===== config.mk =====
export PLATFORM = sky130hd
export DESIGN_NAME = alu_cmd_issuer_flat
export DESIGN_NICKNAME = d
export VERILOG_FILES = /design/src/rtl/alu_cmd_issuer_pkg.sv /design/src/rtl/alu_cmd_issuer_if.sv /design/src/rtl/alu_cmd_issuer_rsp_fifo.sv /design/src/rtl/alu_cmd_issuer.sv /design/src/flat_wrapper.sv
export SDC_FILE = /design/constraint.sdc
export NUM_CORES = 1
export LEC_CHECK = 0
export ABC_CLOCK_PERIOD_IN_PS = 3700
export CELL_PAD_IN_SITES_DETAIL_PLACEMENT = 1
export CELL_PAD_IN_SITES_GLOBAL_PLACEMENT = 1
export CORE_MARGIN = 2
export CORE_UTILIZATION = 40
export CTS_CLUSTER_SIZE = 40
export DETAILED_ROUTE_END_ITERATION = 12
export PLACE_DENSITY_LB_ADDON = 0.1
export SKIP_CTS_REPAIR_TIMING = 1
export SYNTH_ARGS = -nofsm -noshare
export SYNTH_HDL_FRONTEND = slang
export SYNTH_SLANG_ARGS = --single-unit

===== constraint.sdc =====
create_clock -name clk -period 3.7 [get_ports clk]
set_input_delay 0.74 -clock clk [delete_from_list [all_inputs] [get_ports clk]]
set_output_delay 0.74 -clock clk [all_outputs]
set_load 0.02 [all_outputs]

===== src/rtl/alu_cmd_issuer_pkg.sv =====
// alu_issuer_pkg: shared widths, opcodes, response record and ALU reference function
package alu_issuer_pkg;
  localparam int DATA_W   = 8;
  localparam int OP_W     = 2;
  localparam int PIPE_LAT = 3;
  localparam logic [OP_W-1:0] OP_ADD = 2'b00;
  localparam logic [OP_W-1:0] OP_AND = 2'b01;
  localparam logic [OP_W-1:0] OP_OR  = 2'b10;
  localparam logic [OP_W-1:0] OP_XOR = 2'b11;
  typedef struct packed {
    logic [DATA_W-1:0] result;
    logic              zero;
    logic              err;
  } rsp_t;
  typedef struct packed {
    logic [DATA_W-1:0] a;
    logic [DATA_W-1:0] b;
    logic [OP_W-1:0]   op;
  } cmd_t;
  function automatic logic [DATA_W-1:0] alu_ref(input logic [DATA_W-1:0] a, input logic [DATA_W-1:0] b,
                                                input logic [OP_W-1:0] op);
    return op == OP_ADD ? a + b : op == OP_AND ? a & b : op == OP_OR ? a | b : a ^ b;
  endfunction
endpackage


===== src/rtl/alu_cmd_issuer_if.sv =====
// alu_cmd_issuer_if: command and response valid/ready channels of the issuer
interface alu_cmd_issuer_if;
  import alu_issuer_pkg::*;
  logic              cmd_valid;
  logic              cmd_ready;
  logic [DATA_W-1:0] cmd_a;
  logic [DATA_W-1:0] cmd_b;
  logic [OP_W-1:0]   cmd_op;
  logic              rsp_valid;
  logic              rsp_ready;
  logic [DATA_W-1:0] rsp_result;
  logic              rsp_zero;
  logic              rsp_err;
  modport master (output cmd_valid, cmd_a, cmd_b, cmd_op, rsp_ready,
                  input  cmd_ready, rsp_valid, rsp_result, rsp_zero, rsp_err);
  modport slave  (input  cmd_valid, cmd_a, cmd_b, cmd_op, rsp_ready,
                  output cmd_ready, rsp_valid, rsp_result, rsp_zero, rsp_err);
endinterface


===== src/rtl/alu_cmd_issuer_rsp_fifo.sv =====
// alu_rsp_fifo: first-word-fall-through response FIFO with occupancy count
module alu_rsp_fifo #(
  parameter int DEPTH = 8,
  parameter int W     = 8
) (
  input  logic                   clk,
  input  logic                   rst_n,
  input  logic                   push_i,
  input  logic [W-1:0]           din_i,
  input  logic                   pop_i,
  output logic [W-1:0]           dout_o,
  output logic                   empty_o,
  output logic [$clog2(DEPTH):0] count_o
);
  localparam int AW = $clog2(DEPTH);
  logic [W-1:0] mem_q [DEPTH];
  logic [AW:0]  wptr_q, rptr_q;
  logic         pop;
  assign count_o = wptr_q - rptr_q;
  assign empty_o = count_o == '0;
  assign pop     = pop_i & ~empty_o;
  assign dout_o  = mem_q[rptr_q[AW-1:0]];
  // storage and wrap-bit pointers; a push into a full FIFO is only ever paired with a pop
  always_ff @(posedge clk or negedge rst_n)
    if (!rst_n) begin
      wptr_q <= '0;
      rptr_q <= '0;
      for (int i = 0; i < DEPTH; i++) mem_q[i] <= '0;
    end else begin
      if (push_i) begin
        mem_q[wptr_q[AW-1:0]] <= din_i;
        wptr_q                <= wptr_q + 1'b1;
      end
      if (pop) rptr_q <= rptr_q + 1'b1;
    end
endmodule


===== src/rtl/alu_cmd_issuer.sv =====
// alu_cmd_issuer: drives the registered ALU, tracks its pipeline and returns results in order (checker macro ALU_ISSUER_CHECK_EN)
module alu_cmd_issuer
  import alu_issuer_pkg::*;
#(
  parameter int RSP_DEPTH = 8
) (
  input  logic              clk,
  input  logic              rst_n,
  alu_cmd_issuer_if.slave   bus,
  output logic [DATA_W-1:0] alu_a,
  output logic [DATA_W-1:0] alu_b,
  output logic [OP_W-1:0]   alu_op,
  input  logic [DATA_W-1:0] alu_result,
  input  logic              alu_zero,
  output logic              busy
);
  localparam int CW = $clog2(RSP_DEPTH) + 1;
`ifdef ALU_ISSUER_CHECK_EN
  localparam int FW = $bits(rsp_t);
`else
  localparam int FW = DATA_W + 1;
`endif
  logic [DATA_W-1:0]   a_q, a_d, b_q, b_d;
  logic [OP_W-1:0]     op_q, op_d;
  logic [PIPE_LAT-1:0] vld_q, vld_d;
  logic                busy_q, busy_d;
  logic                acc, push, pop, empty;
  logic [CW-1:0]       fcnt;
  logic [FW-1:0]       din, dout;
  // credit covers in-flight commands plus stored responses, so the FIFO can never overflow
  assign bus.cmd_ready = $countones(vld_q) + int'(fcnt) < RSP_DEPTH;
  assign bus.rsp_valid = ~empty;
  assign acc           = bus.cmd_valid & bus.cmd_ready;
  assign push          = vld_q[PIPE_LAT-1];
  assign pop           = bus.rsp_valid & bus.rsp_ready;
  assign alu_a         = a_q;
  assign alu_b         = b_q;
  assign alu_op        = op_q;
  assign busy          = busy_q;
  // next operands, valid shift and busy computed from next-state so busy is a clean register
  always_comb begin
    a_d    = acc ? bus.cmd_a : a_q;
    b_d    = acc ? bus.cmd_b : b_q;
    op_d   = acc ? bus.cmd_op : op_q;
    vld_d  = {vld_q[PIPE_LAT-2:0], acc};
    busy_d = (|vld_d) || (int'(fcnt) + int'(push) - int'(pop) != 0);
  end
  // ALU operand registers and pipeline tracking state
  always_ff @(posedge clk or negedge rst_n)
    if (!rst_n) begin
      a_q    <= '0;
      b_q    <= '0;
      op_q   <= '0;
      vld_q  <= '0;
      busy_q <= 1'b0;
    end else begin
      a_q    <= a_d;
      b_q    <= b_d;
      op_q   <= op_d;
      vld_q  <= vld_d;
      busy_q <= busy_d;
    end
`ifdef ALU_ISSUER_CHECK_EN
  cmd_t              cpy_q [PIPE_LAT];
  logic [DATA_W-1:0] exp_res;
  rsp_t              rsp_in, rsp_out;
  assign exp_res        = alu_ref(cpy_q[PIPE_LAT-1].a, cpy_q[PIPE_LAT-1].b, cpy_q[PIPE_LAT-1].op);
  assign rsp_in         = '{result: alu_result, zero: alu_zero,
                            err: (alu_result != exp_res) || (alu_zero != (exp_res == '0))};
  assign din            = rsp_in;
  assign rsp_out        = dout;
  assign bus.rsp_result = rsp_out.result;
  assign bus.rsp_zero   = rsp_out.zero;
  assign bus.rsp_err    = rsp_out.err;
  // operand copies shift in lockstep with the valid bits so the last stage matches the captured result
  always_ff @(posedge clk or negedge rst_n)
    if (!rst_n) begin
      for (int i = 0; i < PIPE_LAT; i++) cpy_q[i] <= '0;
    end else begin
      cpy_q[0] <= {a_d, b_d, op_d};
      for (int i = 1; i < PIPE_LAT; i++) cpy_q[i] <= cpy_q[i-1];
    end
`else
  assign din                           = {alu_result, alu_zero};
  assign {bus.rsp_result, bus.rsp_zero} = dout;
  assign bus.rsp_err                   = 1'b0;
`endif
  alu_rsp_fifo #(.DEPTH(RSP_DEPTH), .W(FW)) u_fifo (
    .clk     (clk),
    .rst_n   (rst_n),
    .push_i  (push),
    .din_i   (din),
    .pop_i   (pop),
    .dout_o  (dout),
    .empty_o (empty),
    .count_o (fcnt)
  );
endmodule


===== src/flat_wrapper.sv =====
// flat-port wrapper written by rule: the top's interface ports become plain ports
module alu_cmd_issuer_flat import alu_issuer_pkg::*;
#(
  parameter int RSP_DEPTH = 8
)
  (clk, rst_n, alu_a, alu_b, alu_op, alu_result, alu_zero, busy, bus_cmd_valid, bus_cmd_a, bus_cmd_b, bus_cmd_op, bus_rsp_ready, bus_cmd_ready, bus_rsp_valid, bus_rsp_result, bus_rsp_zero, bus_rsp_err);
  alu_cmd_issuer_if bus_i ();
  input  logic clk;
  input  logic rst_n;
  output logic [DATA_W-1:0] alu_a;
  output logic [DATA_W-1:0] alu_b;
  output logic [OP_W-1:0] alu_op;
  input  logic [DATA_W-1:0] alu_result;
  input  logic alu_zero;
  output logic busy;
  input wire logic [$bits(bus_i.cmd_valid)-1:0] bus_cmd_valid;
  input wire logic [$bits(bus_i.cmd_a)-1:0] bus_cmd_a;
  input wire logic [$bits(bus_i.cmd_b)-1:0] bus_cmd_b;
  input wire logic [$bits(bus_i.cmd_op)-1:0] bus_cmd_op;
  input wire logic [$bits(bus_i.rsp_ready)-1:0] bus_rsp_ready;
  output wire logic [$bits(bus_i.cmd_ready)-1:0] bus_cmd_ready;
  output wire logic [$bits(bus_i.rsp_valid)-1:0] bus_rsp_valid;
  output wire logic [$bits(bus_i.rsp_result)-1:0] bus_rsp_result;
  output wire logic [$bits(bus_i.rsp_zero)-1:0] bus_rsp_zero;
  output wire logic [$bits(bus_i.rsp_err)-1:0] bus_rsp_err;
  assign bus_i.cmd_valid = bus_cmd_valid;
  assign bus_i.cmd_a = bus_cmd_a;
  assign bus_i.cmd_b = bus_cmd_b;
  assign bus_i.cmd_op = bus_cmd_op;
  assign bus_i.rsp_ready = bus_rsp_ready;
  assign bus_cmd_ready = bus_i.cmd_ready;
  assign bus_rsp_valid = bus_i.rsp_valid;
  assign bus_rsp_result = bus_i.rsp_result;
  assign bus_rsp_zero = bus_i.rsp_zero;
  assign bus_rsp_err = bus_i.rsp_err;
  alu_cmd_issuer #(.RSP_DEPTH(RSP_DEPTH)) u_core (.clk(clk), .rst_n(rst_n), .bus(bus_i), .alu_a(alu_a), .alu_b(alu_b), .alu_op(alu_op), .alu_result(alu_result), .alu_zero(alu_zero), .busy(busy));
endmodule

==> run metrics, run 1 <==
run status complete, no violations; Total Die Area 0.0129 mm2; maximum frequency from static timing analysis 0.291 GHz; quantity of I/O buffers inserted on ports 60; detailed-routing iteration count for the pre-antenna-repair pass 4; Leakage 0.00250 uW; synthesized net count 367; Clk Tree Root Cell clkbuf_16; Setup crit start u_core.u_fifo.wptr_q[0]; relative slew slack 28.5%; Final period util 92.8%; largest family of logic cells by synthesized area multiplexers; Worst Setup End Kind flip-flop; Synth Area in XOR/XNOR 2.48%; # DRC 0; worst clock skew on the final layout 0.0102 ns; area share of and/or/nand/nor cells after synthesis 6.59%; area fraction in compound gates after synthesis 0.967%; clock latency reported for the late side of the worst-skew pair 0.35 ns; worst reg-to-reg setup slack 0.27 ns; total stage count of the critical path 14; placeable core area 0.0116 mm2; Area growth, synth to finish 22.3%; Diodes inserted 0; Antenna Nets Post-Route 0; multiplexer fraction of the synthesized cell area 30.8%; clk sink count 102; Routed WL per cell 19.2 um; final instance area 0.00586 mm2; # rows 39; total vias in the final route 2,830; startpoint of the lowest-slack hold path u_core.vld_q[0]; via/cell ratio 5.25; RSZ-0062 raised after global routing false; area share of the leading cell type in the synthesized netlist 53.3%; area of placed instances 0.00558 mm2; number of flip-flops and latches in the synthesized netlist 102; top cells by area, synth dfrtp_1 53%, mux2_2 13%, mux4_2 8.5%; Final Slew Violations 0; largest area contributor in the netlist dfrtp_1; worst-case setup margin in the final layout 0.266 ns; half-perimeter wire length after placement 6710 um; first-pass GRT wire length 17,200 um; initial antenna violation count 0; end of the worst register-to-register path u_core.busy; capture point of the critical path u_core.busy; clock slew at reported path FFs 0.06 ns; share of total power in sequential cells 31.7%; TritonCTS clock tree built; Initial Util 41.4%; Final Util 50.6%; DIE HEIGHT 113 um; total count of hold-check failures in the final report 0; internal power 3940 uW; delay of the slowest cell on the worst path 0.52 ns; maximum fanout along the worst path 5; worst min path class reg2reg; largest voltage drop on the vdd net 0.000496 V; crit-path leading delay family simple AND/OR/NAND/NOR gates; data required time of the worst path 3.92 ns; total of warnings raised by yosys 0; number of buffers created by CTS 9; number of enable-type register cells in the synthesized netlist 0; number of buffer and inverter stages on the critical path 3; slew of the pin with the lowest slew margin 1.07 ns; maximum count of clock buffers along a single path 2; boundary pin count 62; most frequently used flop master after synthesis dfrtp_1; gpl congestion 0.740; min cycle time layout 3.43 ns; Post-synth ARST share 100%; count of different cell masters after synthesis 42; worst slack at placement 0.255 ns; Reg-to-Reg Start u_core.u_fifo.wptr_q[0]; global router's overall resource usage 18.0%; crit-path cells inv_2 > ha_1 > inv_1 > fa_1 > or3_1 > o21ai_1 > inv_1 > ha_1 > nand2b_1 > nor3_1 > ha_1 > nor4bb_1 > nand4b_1 > or3_1; final total negative setup slack 0 ns; type of the worst setup path reg2reg; Arr. time, crit path 3.66 ns; switching part of the total power 36.9%; Max stage delay cell, worst path fa_1; adder and majority cell fraction of the synthesized area 3.55%; share of post-route cells with drive strength above 1 30.3%; width of the chip 113 um; H-Tree Depth 3; dominant cell type by count on the critical path ha_1; Post-synth top cells 102 x dfrtp_1, 56 x mux2_2, 30 x nand2_1, 27 x mux2_1, 18 x mux4_2; share of total power in the clock network 14.2%; aggregate global routing overflow 0; Routed WL 10,300 um; P per Cell Area 1060 mW/mm2; total setup violations reported at the end of the flow 0; library cell with the highest instance count after synthesis dfrtp_1; reported max-cap violation count 0; number of global-route vias before repair 3,156; Iteration-0 DRC Markers 142; per-instance average area after synthesis 14.8 um2; maximum number of pins on one net before global-route repair 66; fraction of power consumed by combinational cells 54.1%; gate count of the mapped netlist 323; kind of start point of the critical path flip-flop; nets 435; sequential cell area fraction in the yosys report 53.3%; worst r2r path cells 14; area of the mapped netlist 0.00479 mm2; power dissipated by switching net loads 2300 uW
-- placed cells by master, fill, tap and decap left out, types with 3 or more instances in the layout --
cell / instances
mux4_2: 18
ha_1: 12
inv_1: 5
xnor2_1: 5
nor2_1: 3
nor3_1: 3
nand4_1: 3
mux2_2: 56
mux2_1: 27
buf_4: 11
dfrtp_1: 102
nand2_1: 30
or3_1: 3
clkbuf_16: 9
clkdlybuf4s50_1: 58
mux2_4: 9
xor2_1: 3
nand2b_1: 3
-- layer usage --
layer | vias to the layer above | GRT usage [%] | wire, um
met3 | 7 | 4.94 | 268
met1 | 1485 | 24.4 | 4870
met5 | - | 0 | 0
li1 | 1304 | - | -
met2 | 34 | 28.9 | 5130
met4 | 0 | 4.39 | 80
-- flip-flops by register name, summed over array words and instances (netlist names) --
name / count
u_core.u_fifo.wptr_q: 4
u_core.vld_q: 3
u_core.alu_a: 8
u_core.busy: 1
u_core.u_fifo.mem_q: 72
u_core.alu_op: 2
u_core.u_fifo.rptr_q: 4
u_core.alu_b: 8
-- layout make-up --
cell class | instances | area, um2
inverter | 7 | 26.3
multi-input combinational | 200 | 2130
timing repair buffer | 71 | 696
fill | 1147 | 5710
clock buffer | 10 | 229
clock inverter | 6 | 43.8
tap | 143 | 179
sequential | 102 | 2550
-- worst min path at each step --
stage / to / cells past startpoint
after CTS: u_core.vld_q[2] / 0
after detailed placement: u_core.vld_q[2] / 0
after global routing: u_core.vld_q[2] / 0
after floorplan: u_core.vld_q[2] / 0
after global placement: u_core.vld_q[1] / 0
final: u_core.vld_q[1] / 0
-- through the flow --
step / std cells / total power (uW) / hold slack, ns
final: 539 / 6230 / 0.450
after global routing: 539 / 6700 / 0.466
after CTS: 539 / 6350 / 0.446
after detailed placement: 523 / 5430 / 0.435
after global placement: 523 / 5330 / 0.433
after floorplan: 323 / 4300 / 0.378
-- power groups by stage --
stage	registers (uW)	clock network (uW)	logic (uW)
global placement	1970	0	3360
finish	1980	883	3380
detailed placement	2000	0	3430
global route	2060	956	3680
floorplan	2030	0	2270
CTS	1980	924	3450
-- worst reg2reg max path, cell delays in order (launching register included) --
cell	delay [ns]
dfrtp_1	0.39
inv_2	0.09
ha_1	0.16
inv_1	0.06
fa_1	0.52
or3_1	0.42
o21ai_1	0.27
inv_1	0.08
ha_1	0.20
nand2b_1	0.12
nor3_1	0.06
ha_1	0.27
nor4bb_1	0.23
nand4b_1	0.13
or3_1	0.31
-- logic make-up (layout without fill, tap and decap cells) --
group | count (synthesis) | in the layout
muxes | 110 | 110
DFF | 102 | 102
and+or+nand+nor | 58 | 58
buffers and inverters | 21 | 94
adders and majority gates | 13 | 13
xor gates and xnor gates | 11 | 11
AOI/OAI and AO/OA | 7 | 7
other | 1 | 1
Note: power is estimated with default switching activity, not from simulation.
==> run 2: changes to the inputs <==
- CORE_ASPECT_RATIO: not set -> 2
==> run metrics, run 2 (synthesis gave the netlist of run 1 again) <==
Total Die Area 0.0129 mm2; Clk Tree Root Cell clkbuf_16; fraction of power consumed by combinational cells 53.6%; Routed WL per cell 19.9 um; # DRC 0; maximum frequency from static timing analysis 0.294 GHz; Setup crit start u_core.u_fifo.wptr_q[1]; H-Tree Depth 3; first-pass GRT wire length 17,800 um; Antenna Nets Post-Route 0; run status complete, no violations; DIE HEIGHT 159 um; worst reg-to-reg setup slack 0.35 ns; power dissipated by switching net loads 2310 uW; maximum count of clock buffers along a single path 2; Final Total Pwr 6210 uW; min cycle time layout 3.41 ns; largest voltage drop on the vdd net 0.000665 V; global router's overall resource usage 18.6%; final instance area 0.00584 mm2; half-perimeter wire length after placement 7250 um; via/cell ratio 5.30; Iteration-0 DRC Markers 69; type of the worst setup path reg2out; capture point of the critical path bus_rsp_valid; most common cell after layout, fill and taps aside dfrtp_1; total count of hold-check failures in the final report 0; Routed WL 10,800 um; largest reg by FF count u_core.u_fifo.mem_q; clock slew at reported path FFs 0.07 ns; initial antenna violation count 0; detailed-routing iteration count for the pre-antenna-repair pass 4; data required time of the worst path 2.96 ns; final total negative setup slack 0 ns; share of post-route cells with drive strength above 1 29.9%; gpl congestion 0.719; Area growth, synth to finish 22.1%; maximum number of pins on one net before global-route repair 103; share of total power in the clock network 13.9%; clk sink count 102; aggregate global routing overflow 0; Max stage delay cell, worst path dfrtp_1; number of buffers created by CTS 9; internal power 3910 uW; delay of the slowest cell on the worst path 0.63 ns; number of flip-flops under the largest register name 72; number of global-route vias before repair 3,293; reported max-cap violation count 0; Reg-to-Reg Start u_core.u_fifo.wptr_q[0]; kind of start point of the critical path flip-flop; Leakage 0.00249 uW; crit-path cells ha_1 > nand3b_1 > nand2_2 > xnor2_2 > nand2b_1 > clkdlybuf4s50_1; maximum fanout along the worst path 12; worst clock skew on the final layout 0.0109 ns; placeable core area 0.0117 mm2; share of total power in sequential cells 32.4%; Worst Setup End Kind output pin; slew of the pin with the lowest slew margin 1.05 ns; boundary pin count 62; Final Slew Violations 0; tightest hold margin 0.449 ns; Initial Util 40.9%; Final period util 92.0%; total setup violations reported at the end of the flow 0; RSZ-0062 raised after global routing false; worst r2r path cells 14; width of the chip 81.4 um; Diodes inserted 0; worst min path class reg2reg; quantity of I/O buffers inserted on ports 60; Arr. time, crit path 2.67 ns; switching part of the total power 37.1%; end of the worst register-to-register path u_core.busy; clock latency reported for the late side of the worst-skew pair 0.34 ns; P per Cell Area 1060 mW/mm2; relative slew slack 29.7%; # rows 56; nets 434; commonest cells after routing, fill and taps aside 102 x dfrtp_1, 58 x clkdlybuf4s50_1, 56 x mux2_2; total vias in the final route 2,861; TritonCTS clock tree built; area of placed instances 0.00558 mm2
==> run 2: worst min-delay path by stage <==
stage / slack, ns / startpoint / cells past startpoint / to
after CTS: 0.44 / u_core.vld_q[0] / 0 / u_core.vld_q[1]
after floorplan: 0.38 / u_core.vld_q[1] / 0 / u_core.vld_q[2]
after global placement: 0.41 / u_core.vld_q[0] / 0 / u_core.vld_q[1]
after global routing: 0.46 / u_core.vld_q[1] / 0 / u_core.vld_q[2]
final: 0.45 / u_core.vld_q[0] / 0 / u_core.vld_q[1]
after detailed placement: 0.42 / u_core.vld_q[0] / 0 / u_core.vld_q[1]
==> run 2: layout make-up <==
class                   count  area, um2
clock buffers              11        233
clock inverters             5       33.8
fillers                  1157       5860
inverters                   7       26.3
multi-input cells         200       2130
flip-flops and latches    102       2550
well taps                 145        181
repair buffers             70        688
==> run 2: power groups by stage <==
stage / Sequential [uW] / Combinational [uW] / Clock (uW)
floorplan: 2030 / 2270 / 0
global placement: 1990 / 3310 / 0
detailed placement: 2040 / 3400 / 0
CTS: 2020 / 3410 / 896
global route: 2100 / 3640 / 937
finish: 2010 / 3330 / 866
==> run 2: metrics by stage <==
step / setup WS, ns / util, % / instances
floorplan: 0.333 / - / 323
global placement: 0.436 / 47.6 / 524
detailed placement: 0.354 / 47.6 / 524
CTS: -0.0194 / 49.9 / 540
global route: 0.147 / 49.9 / 540
finish: 0.295 / 49.9 / 540
==> run 2: worst max-delay path, delay by kind of cell, from the launching register on <==
kind,cells,cell delay (ns)
flops,1,0.63
simple gates,3,0.36
xor+xnor,1,0.40
buf+inv,1,0.59
fa+ha+maj,1,0.33
==> run 2: metal layers <==
layer / routed length [um] / track usage (%) / vias up
li1: - / - / 1286
met1: 4220 / 21.4 / 1506
met2: 6060 / 33.8 / 60
met3: 357 / 3.64 / 9
met4: 130 / 5.24 / 0
met5: 0 / 0 / -
